[config.mk]
export PLATFORM = sky130hd
export DESIGN_NAME = fetch_stage
export DESIGN_NICKNAME = d
export VERILOG_FILES = /design/src/rtl/fetch_stage.sv
export SDC_FILE = /design/constraint.sdc
export NUM_CORES = 1
export LEC_CHECK = 0
export BUFFER_PORTS_ARGS = -buffer_cell sky130_fd_sc_hd__buf_2
export CAP_MARGIN = 5
export CORE_UTILIZATION = 48
export CTS_CLUSTER_DIAMETER = 150
export CTS_CLUSTER_SIZE = 28
export DETAILED_ROUTE_END_ITERATION = 6
export PLACE_DENSITY = 0.8
export SLEW_MARGIN = 10
export SYNTH_ARGS = -nofsm -noshare
export SYNTH_HDL_FRONTEND = slang
export SYNTH_SLANG_ARGS = --single-unit
[constraint.sdc]
create_clock -name clk -period 2.71 [get_ports clk]
set_input_delay 0.1355 -clock clk [delete_from_list [all_inputs] [get_ports clk]]
set_output_delay 0.1355 -clock clk [all_outputs]
set_load 0.01 [all_outputs]
[src/rtl/fetch_stage.sv]
// Instruction fetch stage: PC register, IF/ID pipeline register, stall/flush handling.
// Optional out-of-range fetch detection is compiled in with FETCH_BOUNDS_CHECK_EN.
module fetch_stage #(
  parameter logic [31:0] RESET_PC   = 32'h0000_0000,
  parameter int          IMEM_DEPTH = 128
) (
  input  logic        clk,
  input  logic        reset,
  output logic [31:0] Address,
  input  logic [31:0] Instruction,
  input  logic        Stall,
  input  logic        Flush,
  input  logic [31:0] BranchTarget,
  output logic [31:0] IFID_Instr,
  output logic [31:0] IFID_PCPlus4,
  output logic        IFID_Valid,
  output logic [31:0] PC,
  output logic        FetchFault
);

`ifdef FETCH_BOUNDS_CHECK_EN
  localparam logic CHECK_EN = 1'b1;
`else
  localparam logic CHECK_EN = 1'b0;
`endif

  localparam logic [31:0] DEPTH_W = 32'(IMEM_DEPTH);

  logic [31:0] pc_q, pc_d;
  logic [31:0] instr_q, instr_d;
  logic [31:0] pc_plus4_q, pc_plus4_d;
  logic        valid_q, valid_d;
  logic        fault_q, fault_d;

  logic [31:0] pc_plus4;
  logic [31:0] word_index;
  logic        out_of_range;

  // Word index doubles as the memory address; the add wraps naturally at 2^32.
  assign word_index   = {2'b00, pc_q[31:2]};
  assign pc_plus4     = pc_q + 32'd4;
  assign out_of_range = CHECK_EN && (word_index >= DEPTH_W);

  always_comb begin
    pc_d       = pc_q;
    instr_d    = instr_q;
    pc_plus4_d = pc_plus4_q;
    valid_d    = valid_q;
    fault_d    = fault_q;

    if (fault_q) begin
      // Faulted: everything frozen until reset, redirects included.
      pc_d = pc_q;
    end else if (Flush) begin
      pc_d       = BranchTarget & 32'hFFFF_FFFC;
      instr_d    = 32'h0;
      pc_plus4_d = 32'h0;
      valid_d    = 1'b0;
    end else if (Stall) begin
      pc_d = pc_q;
    end else if (out_of_range) begin
      fault_d = 1'b1;
      instr_d = 32'h0;
      valid_d = 1'b0;
    end else begin
      pc_d       = pc_plus4;
      instr_d    = Instruction;
      pc_plus4_d = pc_plus4;
      valid_d    = 1'b1;
    end
  end

  always_ff @(posedge clk) begin
    if (reset) begin
      pc_q       <= RESET_PC;
      instr_q    <= 32'h0;
      pc_plus4_q <= 32'h0;
      valid_q    <= 1'b0;
      fault_q    <= 1'b0;
    end else begin
      pc_q       <= pc_d;
      instr_q    <= instr_d;
      pc_plus4_q <= pc_plus4_d;
      valid_q    <= valid_d;
      fault_q    <= fault_d;
    end
  end

  assign Address      = word_index;
  assign PC           = pc_q;
  assign IFID_Instr   = instr_q;
  assign IFID_PCPlus4 = pc_plus4_q;
  assign IFID_Valid   = valid_q;
  assign FetchFault   = fault_q;

endmodule

* Word level (Yosys, flattened, before mapping)
Index checks and enable logic that the tools add are counted.
** Operators by class
- Eq/ne operators :: 1
- Multipliers :: 0
- Div/mod/pow operators :: 0
- $add $sub $neg :: 1
- Muxes and demuxes :: 8
- Bitwise operators :: 1
- Reductions and logical operators :: 1
- Shift operators :: 0
- Magnitude comparators :: 0
** Operators by type and width (number)
- 2-to-1 mux 32 bit :: 5
- adder 32 x 3 -> 32 bit (second input constant) :: 1
- 2-to-1 mux 1 bit :: 3
- != test 2 x 1 -> 1 bit (second input constant) :: 1
- AND reduction 2 bit :: 1
- inverter 1 bit :: 1
** Word-level totals
- Input bits :: 68
- Bits in read-only memories :: 0
- Register bits :: 98
- Bits in latches :: 0
- Memories :: 0
- RAM bits :: 0
- Output and inout port bits :: 130

* Depth between registers and ports, before layout
Gate-level depths: netlist (run 1).
- Word-level depth :: 3
- Gate-level depth with buffers :: 7
- Mapped depth without buffers :: 6

* Worst setup path after synthesis (run 1)
Ideal clock, no wire load.
- Kind :: reg2reg
- Start :: register pc_q[12] (netlist: PC[12])
- End :: register pc_q[31] (netlist: PC[31])
- Arrival :: 2.058 ns
- Library setup time :: 0.120 ns
- Stages on the path, launching flop included :: 7
- Path slack :: 0.532 ns
- Buffers on the path :: 1
- Clock period less this slack :: 2.178 ns
- Cells stage by stage :: dfxtp_1 buf_4 nand4_4 or4_4 or4_4 mux2i_1 or2_1
** Between the ends
- Longest elaborated chain between the ends :: 3
** Ends and longest elaborated chain
- start, declared :: RTL line 29 : logic [31:0] pc_q, pc_d;
- start signal, assigned :: RTL line 81 : pc_q <= pc_d;
- adder 32 x 3 -> 32 bit :: RTL line 41 : assign pc_plus4 = pc_q + 32'd4;
- 2-to-1 mux 32 bit :: RTL line 59 : end else if (Stall) begin
- 2-to-1 mux 32 bit :: RTL line 54 : end else if (Flush) begin
No other way between the ends. The select of a mux whose other input is x is not followed.
A chain may end at the register's enable or synchronous reset.

* Worst setup path in the final report (run 1)
- Start :: register pc_q[2] (netlist: PC[2])
- End :: register pc_q[30] (netlist: PC[30])
Same word-level chain as after synthesis.

==> run metrics, run 1 <==
status=completed; share of cells above drive strength 1=32.7%; Slew HR=46.0%; Mean Syn Cell Area=8.45 um^2; sequential share of the synthesized area=40.7%; setup tns final=0 ns; ANT cells=0; 1st-iter DRT viols=205; initial antenna violation count=0; r2r startpoint=PC[2]$_SDFFE_PP0N_; max-cap violation count=0; FFs w/ async S/R, synth=0%; unrepaired setup endpoints after global routing=no; routed length per placed instance=15.7 um; Final nets=771; Post-synth EDFFs=0; Synth area leaders=dfxtp_1, mux2i_1, nor2_1; Seq cells post-synth=94; fmax=439 MHz; Post-CTS Resized=0; Clock Power Share=33.5%; HP Class=in -> reg; I/O pins=198; Primary FF master, synth=dfxtp_1; Worst path slowest cell=nor3_2; Area Growth Syn to Fin=24.3%; Die Area=10000 um^2; Synth Cell Area=4620 um^2; Gate power share=15.4%; root buf cell=clkbuf_8; dpl cells=806; drt total wl=13100 um; Std-Cell Rows=35; gr ovfl total=0; Crit Path Max Fanout=5; Reg power frac=51.1%; hold_sp=Instruction[26]; PortBufs=190; final-report max-slew violation count=0; final hold viol count=0; DP Wirelength=9210 um; unique cell type count in the Yosys netlist=47; largest net degree at the start of global routing=65; Final Wtd Congestion=0.918; Post-Syn Instances=547; Int Pwr=0.00212 W; TritonCTS Buffers=9; Worst-path clk slew=0.10 ns; first-pass GRT wire length=20300 um; Final period util=84.1%; total of fill cells in the finished design=831; worst path cell trace=ha_1 > nand4_1 > nor3_2 > nand4_1 > or3_1 > a311oi_1; htree depth=3; non-filler cells, final=836; TritonCTS clock tree=done; vias in the first global route=4118; worst-margin pin slew=0.811 ns; Synth top area share=40.7%; Power Density=514 nW/um^2; cell taking the most area after synthesis=dfxtp_1; DIE HEIGHT=100 um; Synth top cells by count=dfxtp_1, nor2_1, buf_4, mux2i_1, a21oi_1; Residual DRC=0; clk buf depth=2; CP endpoint kind=register; Clock Skew=0.0144 ns; CTS sink cnt=94; startpoint types=register; later-pin clock latency in the skew report=0.37 ns; Setup crit start=PC[2]$_SDFFE_PP0N_; Synthesis Warnings=0; Critical Path RT=2.98 ns; crit path kind=reg -> reg; Global Route Usage Sum=25.8%; vias per cell=5.36; most frequent cell after synthesis=dfxtp_1; crit path DAT=2.55 ns; setup violators final=0; core box area=9280 um^2; reported leakage power=2.67 nW; Post-DRT Antenna Nets=0; Switching Power=0.000834 W; first-pass detailed-route iteration total=5; CP dominant cell by count=nand4_1; Tmin final=2.28 ns; die width=100 um; initial core utilization=49.8%; Max VDD drop=287 uV; sw frac=28.2%; vias=4481; Crit path largest cell delay=0.41 ns
area by class of cell:
type	count	area, um^2	share of cell area, %
clock buffer	11	151	2.63
tap	129	161	2.81
multi-input combinational	372	2270	39.5
timing repair buffer	218	1200	20.9
sequential	94	1880	32.7
inverter	7	26.3	0.457
clock inverter	5	56.3	0.980
state kept, by name, summed over array words and instances (netlist names):
| signal | flops |
|---|---|
| IFID_PCPlus4 | 31 |
| IFID_Valid | 1 |
| IFID_Instr | 32 |
| PC | 30 |
worst paths after layout:
| path | slack (ns) | endpoint | cells after the start |
|---|---|---|---|
| min reg2reg | 0.47 | IFID_PCPlus4[12]$_SDFFE_PP0N_ | 2 |
| max reg2reg | 0.43 | PC[30]$_SDFFE_PP0N_ | 6 |
| min | 0.009 | IFID_Instr[26]$_SDFFE_PP0N_ | 3 |
| max | 0.43 | PC[30]$_SDFFE_PP0N_ | 6 |
timing repair:
| action | CTS | global route |
|---|---|---|
| endpoints found under the hold margin | 14 | 0 |
| buffers inserted | 0 | 0 |
| hold buffers | 14 | 0 |
metal layers:
| layer | share of wire (%) | global-route usage, % | vias up |
|---|---|---|---|
| li1 | - | - | 2133 |
| met1 | 41 | 32.2 | 2084 |
| met2 | 49 | 43.1 | 241 |
| met3 | 8.2 | 5.92 | 23 |
| met4 | 1.8 | 10.5 | 0 |
| met5 | 0 | 0 | - |
layout by cell type, fill, tap and decap left out, types with 3 or more instances in the layout:
cell,netlist,final
xnor2_1,17,17
nor3_1,10,10
nor4_1,8,8
mux2i_1,38,38
nand3_1,19,19
and3_1,6,6
buf_2,4,189
nand2_1,30,30
nor3b_1,3,3
nor2_1,84,84
buf_4,38,15
xor2_1,28,28
o21ai_0,26,26
dfxtp_1,94,94
a21oi_1,33,33
nand4_1,15,15
dlygate4sd3_1,0,14
a211oi_1,15,15
clkbuf_8,0,11
or3_1,4,4
inv_1,7,7
conb_1,1,5
cell families after synthesis:
| logic type | after synthesis | share of synthesized area, % |
|---|---|---|
| simple gates | 199 | 21.1 |
| flops | 94 | 40.7 |
| buf+inv | 85 | 10.5 |
| compound gates | 83 | 10.3 |
| xor+xnor | 45 | 8.53 |
| mux | 39 | 8.47 |
| fa+ha+maj | 1 | 0.271 |
| other cells | 1 | 0.0811 |
worst max-delay path: cells and delay by family, from the launching register on:
kind	cells	cell delay [ns]
AO/OA/AOI/OAI	1	0.29
flip-flops	1	0.35
adder cells (fa/ha/maj)	1	0.27
AND/OR/NAND/NOR	4	1.28
power groups by stage:
stage | clock network [W] | logic [W] | registers, W
floorplan | 0 | 0.000275 | 0.00155
global placement | 0 | 0.000425 | 0.00154
detailed placement | 0 | 0.000434 | 0.00154
CTS | 0.00100 | 0.000453 | 0.00151
global route | 0.00106 | 0.000496 | 0.00152
finish | 0.000990 | 0.000454 | 0.00151
stage by stage:
stage	hold slack (ns)	util, %	cell area, um^2	power [W]	setup WS [ns]
6_report	0.00851	61.9	5750	0.00296	0.432
5_1_grt	0.000950	61.9	5750	0.00308	0.290
3_3_place_gp	0.364	58.2	5400	0.00196	0.516
4_1_cts	0.000650	61.9	5750	0.00296	0.452
2_1_floorplan	0.278	-	4640	0.00183	0.532
3_5_place_dp	0.373	58.2	5400	0.00198	0.491
No activity file was read; power rests on OpenSTA's default activity.
==> run 2, diff against run 1 <==
- clock period: 2.71 -> 2.2 ns (I/O delays scaled with it)
==> run metrics, run 2 (same netlist as run 1, synthesis figures left out) <==
status=completed (unchanged); FF-to-FF setup slack=0.12 ns (was 0.43 ns); Std-Cell Rows=35 (unchanged); Area Growth Syn to Fin=34.1% (was 24.3%); Post-DRT Antenna Nets=0 (unchanged); die width=100 um (unchanged); gr ovfl total=0 (unchanged); Die Area=10000 um^2 (unchanged); unrepaired setup endpoints after global routing=no (unchanged); Final period util=94.5% (was 84.1%); Clock Skew=0.0187 ns (was 0.0144 ns); later-pin clock latency in the skew report=0.36 ns (was 0.37 ns); setup tns final=0 ns (unchanged); clk buf depth=2 (unchanged); post-route cell area=6200 um^2 (was 5750 um^2); Worst-path clk slew=0.10 ns (about the same); most frequent cells in the layout=buf_2, dfxtp_1, nor2_1 (unchanged); crit path DAT=2.32 ns (was 2.55 ns); crit path kind=reg -> reg (unchanged); r2r startpoint=PC[15]$_SDFFE_PP0N_ (was PC[2]$_SDFFE_PP0N_); TritonCTS Buffers=9 (unchanged); Critical Path RT=2.44 ns (was 2.98 ns); first-pass GRT wire length=22000 um (was 20300 um); DP Wirelength=9420 um (was 9210 um); vias=4705 (was 4481); I/O pins=198 (unchanged); root buf cell=clkbuf_8 (unchanged); vias in the first global route=4504 (was 4118); CP Buf/Inv Count=0 (unchanged); startpoint types=register (unchanged); non-filler cells, final=885 (was 836); CP top delay family=simple AND/OR/NAND/NOR gates (unchanged); met3 wire length=1150 um (was 1080 um); Global Route Usage Sum=27.9% (was 25.8%); setup violators final=0 (unchanged); Worst path depth=5 (was 6); TritonCTS clock tree=done (unchanged); ANT cells=0 (unchanged); final hold viol count=0 (unchanged); CTS sink cnt=94 (unchanged); initial core utilization=49.8% (unchanged); Tmin final=2.08 ns (was 2.28 ns); Slew HR=59.3% (was 46.0%); first-pass detailed-route iteration total=5 (unchanged); dpl cells=833 (was 806); htree depth=3 (unchanged); max-cap violation count=0 (unchanged); Crit path largest cell delay=0.53 ns (was 0.41 ns); drt total wl=14100 um (was 13100 um); Residual DRC=0 (unchanged); DIE HEIGHT=100 um (unchanged); Power Density=618 nW/um^2 (was 514 nW/um^2); HP Class=in -> reg (unchanged); Max VDD drop=351 uV (was 287 uV); fmax=481 MHz (was 439 MHz); initial antenna violation count=0 (unchanged); Final Wtd Congestion=0.891 (was 0.918); worst path cell trace=nand4_1 > or4_4 > or4_4 > mux2i_1 > or2_1 (was ha_1 > nand4_1 > nor3_2 > nand4_1 > or3_1 > a311oi_1); CP endpoint kind=register (unchanged); R2R depth=5 (was 6); end point of the critical path=PC[31]$_SDFFE_PP0N_ (was PC[30]$_SDFFE_PP0N_); share of cells above drive strength 1=34.1% (was 32.7%); routed wl met2=6850 um (was 6460 um); final-report max-slew violation count=0 (unchanged); routed length per placed instance=15.9 um (was 15.7 um); CP dominant cell by count=or4_4 (was nand4_1); Max Used Layer=met4 (unchanged); core box area=9280 um^2 (unchanged); Worst path slowest cell=or4_4 (was nor3_2); Setup crit start=PC[15]$_SDFFE_PP0N_ (was PC[2]$_SDFFE_PP0N_); RR Endpoint=PC[31]$_SDFFE_PP0N_ (was PC[30]$_SDFFE_PP0N_); vias per cell=5.32 (was 5.36); Crit Path Max Fanout=5 (unchanged); most common cell after layout, fill and taps aside=buf_2 (unchanged); PortBufs=190 (unchanged); largest net degree at the start of global routing=36 (was 65); Final nets=820 (was 771); 1st-iter DRT viols=323 (was 205); worst-margin pin slew=0.606 ns (was 0.811 ns); DRT met1 WL=5810 um (was 5350 um); reported leakage power=2.92 nW (was 2.67 nW); total power=0.00383 W (was 0.00296 W); Largest register FFs=32 (unchanged); placed inst area=5600 um^2 (was 5400 um^2)
[run 2: changes by cell type in the layout (fill, tap and decap cells not counted)]
cell | previous run | this run
inv_6 | 1 | 2
bufinv_16 | 1 | 2
nor4_4 | 0 | 1
clkinv_4 | 0 | 1
buf_4 | 15 | 42
dlygate4sd3_1 | 14 | 36
clkinv_2 | 2 | 1
nor4_2 | 1 | 0
clkbuf_8 | 11 | 10
clkinvlp_4 | 1 | 0
[run 2: per-layer routing]
| layer | global-route usage [%] | up-vias |
|---|---|---|
| li1 | - | 2238 |
| met3 | 6.75 | 37 |
| met2 | 48.2 | 249 |
| met1 | 33.9 | 2181 |
| met5 | 0 | - |
| met4 | 9.59 | 0 |
[run 2: worst register-to-register path, stage by stage, from the launching register on]
cell and delay (ns):
dfxtp_1 0.45, nand4_1 0.16, or4_4 0.48, or4_4 0.53, mux2i_1 0.15, or2_1 0.20
[run 2: timing repair]
| action | 4_1_cts | 5_1_grt |
|---|---|---|
| resized for setup | 0 | 1 |
| endpoints found under the setup margin | 0 | 1 |
| hold buffers | 36 | 0 |
| setup buffers | 0 | 0 |
| hold endpoints to repair | 36 | 0 |
[run 2: cell type report]
type / instances / area, um^2
clock buffer: 10 / 138
clock inverter: 6 / 91.3
sequential: 94 / 1880
fill: 763 / 3080
timing repair buffer: 267 / 1620
multi-input combinational: 372 / 2280
tap: 129 / 161
inverter: 7 / 26.3
[run 2: metrics by stage]
step           worst slack (ns)  utilization [%]  hold slack, ns
2_1_floorplan            0.0223                -           0.253
3_3_place_gp              0.174             60.3           0.339
3_5_place_dp              0.117             60.3           0.346
4_1_cts                  0.0971             66.7         0.00292
5_1_grt                  0.0166             66.8         0.00538
6_report                  0.120             66.8         0.00950
[run 2: power breakdown]
group	switching, W	total, W	internal, W
clock network	0.000657	0.00134	0.000681
logic	0.000354	0.000656	0.000301
registers	0.0000601	0.00184	0.00178
total	0.00107	0.00383	0.00276
[run 2: worst min path at each step]
stage	start	end	slack, ns	cells past startpoint
2_1_floorplan	BranchTarget[4]	PC[4]$_SDFFE_PP0N_	0.25	2
3_3_place_gp	Instruction[11]	IFID_Instr[11]$_SDFFE_PP0N_	0.34	3
3_5_place_dp	BranchTarget[3]	PC[3]$_SDFFE_PP0N_	0.35	3
4_1_cts	BranchTarget[25]	PC[25]$_SDFFE_PP0N_	0.003	3
5_1_grt	Instruction[31]	IFID_Instr[31]$_SDFFE_PP0N_	0.005	3
6_report	Instruction[22]	IFID_Instr[22]$_SDFFE_PP0N_	0.01	3
==> run 3, diff against run 2 <==
- CORE_UTILIZATION: 48 -> 40
- PLACE_DENSITY: 0.8 -> 0.69
==> run metrics, run 3 (same netlist as run 1, synthesis figures left out) <==
status=completed (unchanged); later-pin clock latency in the skew report=0.34 ns (was 0.36 ns); PortBufs=190 (unchanged); die width=109 um (was 100 um); 1st-iter DRT viols=248 (was 323); CP endpoint kind=register (unchanged); largest net degree at the start of global routing=50 (was 36); routed length per placed instance=15.8 um (was 15.9 um); Clock Skew=0.00618 ns (was 0.0187 ns); first-pass GRT wire length=21500 um (was 22000 um); DP Wirelength=10100 um (was 9420 um); CTS sink cnt=94 (unchanged); Largest register FFs=32 (unchanged); Max VDD drop=443 uV (was 351 uV); HP Class=in -> reg (unchanged); setup violators final=0 (unchanged); worst-margin pin slew=0.964 ns (was 0.606 ns); setup tns final=0 ns (unchanged); placed inst area=5640 um^2 (was 5600 um^2); Final Wtd Congestion=0.853 (was 0.891); slack of the critical path=0.128 ns (was 0.120 ns); crit path DAT=2.31 ns (was 2.32 ns); reported leakage power=2.90 nW (was 2.92 nW); Std-Cell Rows=38 (was 35); most frequent cells in the layout=buf_2, dfxtp_1, nor2_1 (unchanged); Crit Path Max Fanout=5 (unchanged); first-pass detailed-route iteration total=4 (was 5); Worst-path clk slew=0.07 ns (was 0.10 ns); initial core utilization=41.9% (was 49.8%); Power Density=652 nW/um^2 (was 618 nW/um^2); initial antenna violation count=0 (unchanged); Area Growth Syn to Fin=33.8% (was 34.1%); Critical Path RT=2.43 ns (was 2.44 ns); multi-input logic area=2270 um^2 (was 2280 um^2); hold_sp=BranchTarget[5] (was Instruction[22]); drt total wl=14000 um (was 14100 um); TritonCTS Buffers=9 (unchanged); share of cells above drive strength 1=35.0% (was 34.1%); core box area=11000 um^2 (was 9280 um^2); r2r startpoint=PC[12]$_SDFFE_PP0N_ (was PC[15]$_SDFFE_PP0N_); Final period util=94.2% (was 94.5%); final hold viol count=0 (unchanged); vias=4490 (was 4705); Post-CTS Setup Bufs=0 (unchanged); vias per cell=5.07 (was 5.32); final-report max-slew violation count=0 (unchanged); DIE HEIGHT=109 um (was 100 um); Hold Path Depth=3 (unchanged); Tmin final=2.07 ns (was 2.08 ns); Residual DRC=0 (unchanged); root buf cell=clkbuf_16 (was clkbuf_8); fmax=483 MHz (was 481 MHz); htree depth=3 (unchanged); gr ovfl total=0 (unchanged); startpoint types=register (unchanged); Layout Utilization=56.1% (was 66.8%); Final nets=810 (was 820); crit path kind=reg -> reg (unchanged); most common cell after layout, fill and taps aside=buf_2 (unchanged); total power=0.00403 W (was 0.00383 W); RR Endpoint=PC[31]$_SDFFE_PP0N_ (unchanged); Global Route Usage Sum=23.5% (was 27.9%); post-route cell area=6190 um^2 (was 6200 um^2); R2R depth=5 (unchanged); unrepaired setup endpoints after global routing=no (unchanged); Storage cell area=1880 um^2 (unchanged); Slew HR=35.6% (was 59.3%); TritonCTS clock tree=done (unchanged); max-cap violation count=0 (unchanged); Die Area=12000 um^2 (was 10000 um^2); ANT cells=0 (unchanged); total of fill cells in the finished design=1044 (was 763); FF-to-FF setup slack=0.13 ns (was 0.12 ns); I/O pins=198 (unchanged); Hold EP=PC[5]$_SDFFE_PP0N_ (was IFID_Instr[22]$_SDFFE_PP0N_); Post-DRT Antenna Nets=0 (unchanged); vias in the first global route=4318 (was 4504); clk buf depth=2 (unchanged); DP Worst Slack=0.136 ns (was 0.117 ns)
-- run 3: cell types whose count changed in the layout (fill, tap and decap cells not counted), moves of 2 or more --
cell / previous run / this run
inv_6: 2 / 0
clkbuf_8: 10 / 1
clkbuf_16: 0 / 9
dlygate4sd3_1: 36 / 24
clkinv_2: 1 / 3
-- run 3: stage by stage --
step | hold WS (ns) | cells
after floorplan | 0.253 | 551
after global placement | 0.337 | 846
after detailed placement | 0.349 | 846
after CTS | 0.000194 | 886
after global routing | 0.0172 | 886
final | 0.0107 | 886
-- run 3: critical path: stages (launching register included) --
cell and delay [ns]:
dfxtp_1 0.38, nand4_4 0.12, or4_4 0.57, or4_4 0.53
mux2i_1 0.15, or2_1 0.21
-- run 3: power breakdown --
part | leakage [nW] | switching [W] | internal, W
Sequential | 0.770 | 0.0000536 | 0.00178
Clock | 0.148 | 0.000656 | 0.000907
Combinational | 1.98 | 0.000350 | 0.000291
-- run 3: repair_timing --
| item | in CTS | in global routing |
|---|---|---|
| endpoints found under the hold margin | 24 | 0 |
| setup endpoints to repair | 0 | 1 |
| gates resized for setup | 0 | 1 |
| hold buffers | 24 | 0 |
-- run 3: area by class of cell --
type / instances / area share, %
Clock buffer: 10 / 3.86
Clock inverter: 6 / 0.991
Inverter: 7 / 0.425
Multi-Input combinational cell: 372 / 36.8
Sequential cell: 94 / 30.4
Tap cell: 140 / 2.83
Timing Repair Buffer: 257 / 24.7
-- run 3: routing by layer --
| layer | part of all wire, % | GRT usage (%) | up-vias |
|---|---|---|---|
| li1 | - | - | 2214 |
| met4 | 1.7 | 8.76 | 0 |
| met1 | 43 | 29.2 | 2077 |
| met3 | 7.7 | 5.57 | 15 |
| met5 | 0 | 0 | - |
| met2 | 48 | 39.5 | 184 |
-- run 3: worst max path at each step --
stage	slack, ns	from	depth (start not counted)	to
after floorplan	0.02	PC[12]$_SDFFE_PP0N_	6	PC[31]$_SDFFE_PP0N_
after global placement	0.16	PC[12]$_SDFFE_PP0N_	5	PC[31]$_SDFFE_PP0N_
after detailed placement	0.14	PC[3]$_SDFFE_PP0N_	6	PC[30]$_SDFFE_PP0N_
after CTS	0.12	PC[3]$_SDFFE_PP0N_	6	PC[30]$_SDFFE_PP0N_
after global routing	0.03	PC[3]$_SDFFE_PP0N_	6	PC[30]$_SDFFE_PP0N_
final	0.13	PC[12]$_SDFFE_PP0N_	5	PC[31]$_SDFFE_PP0N_
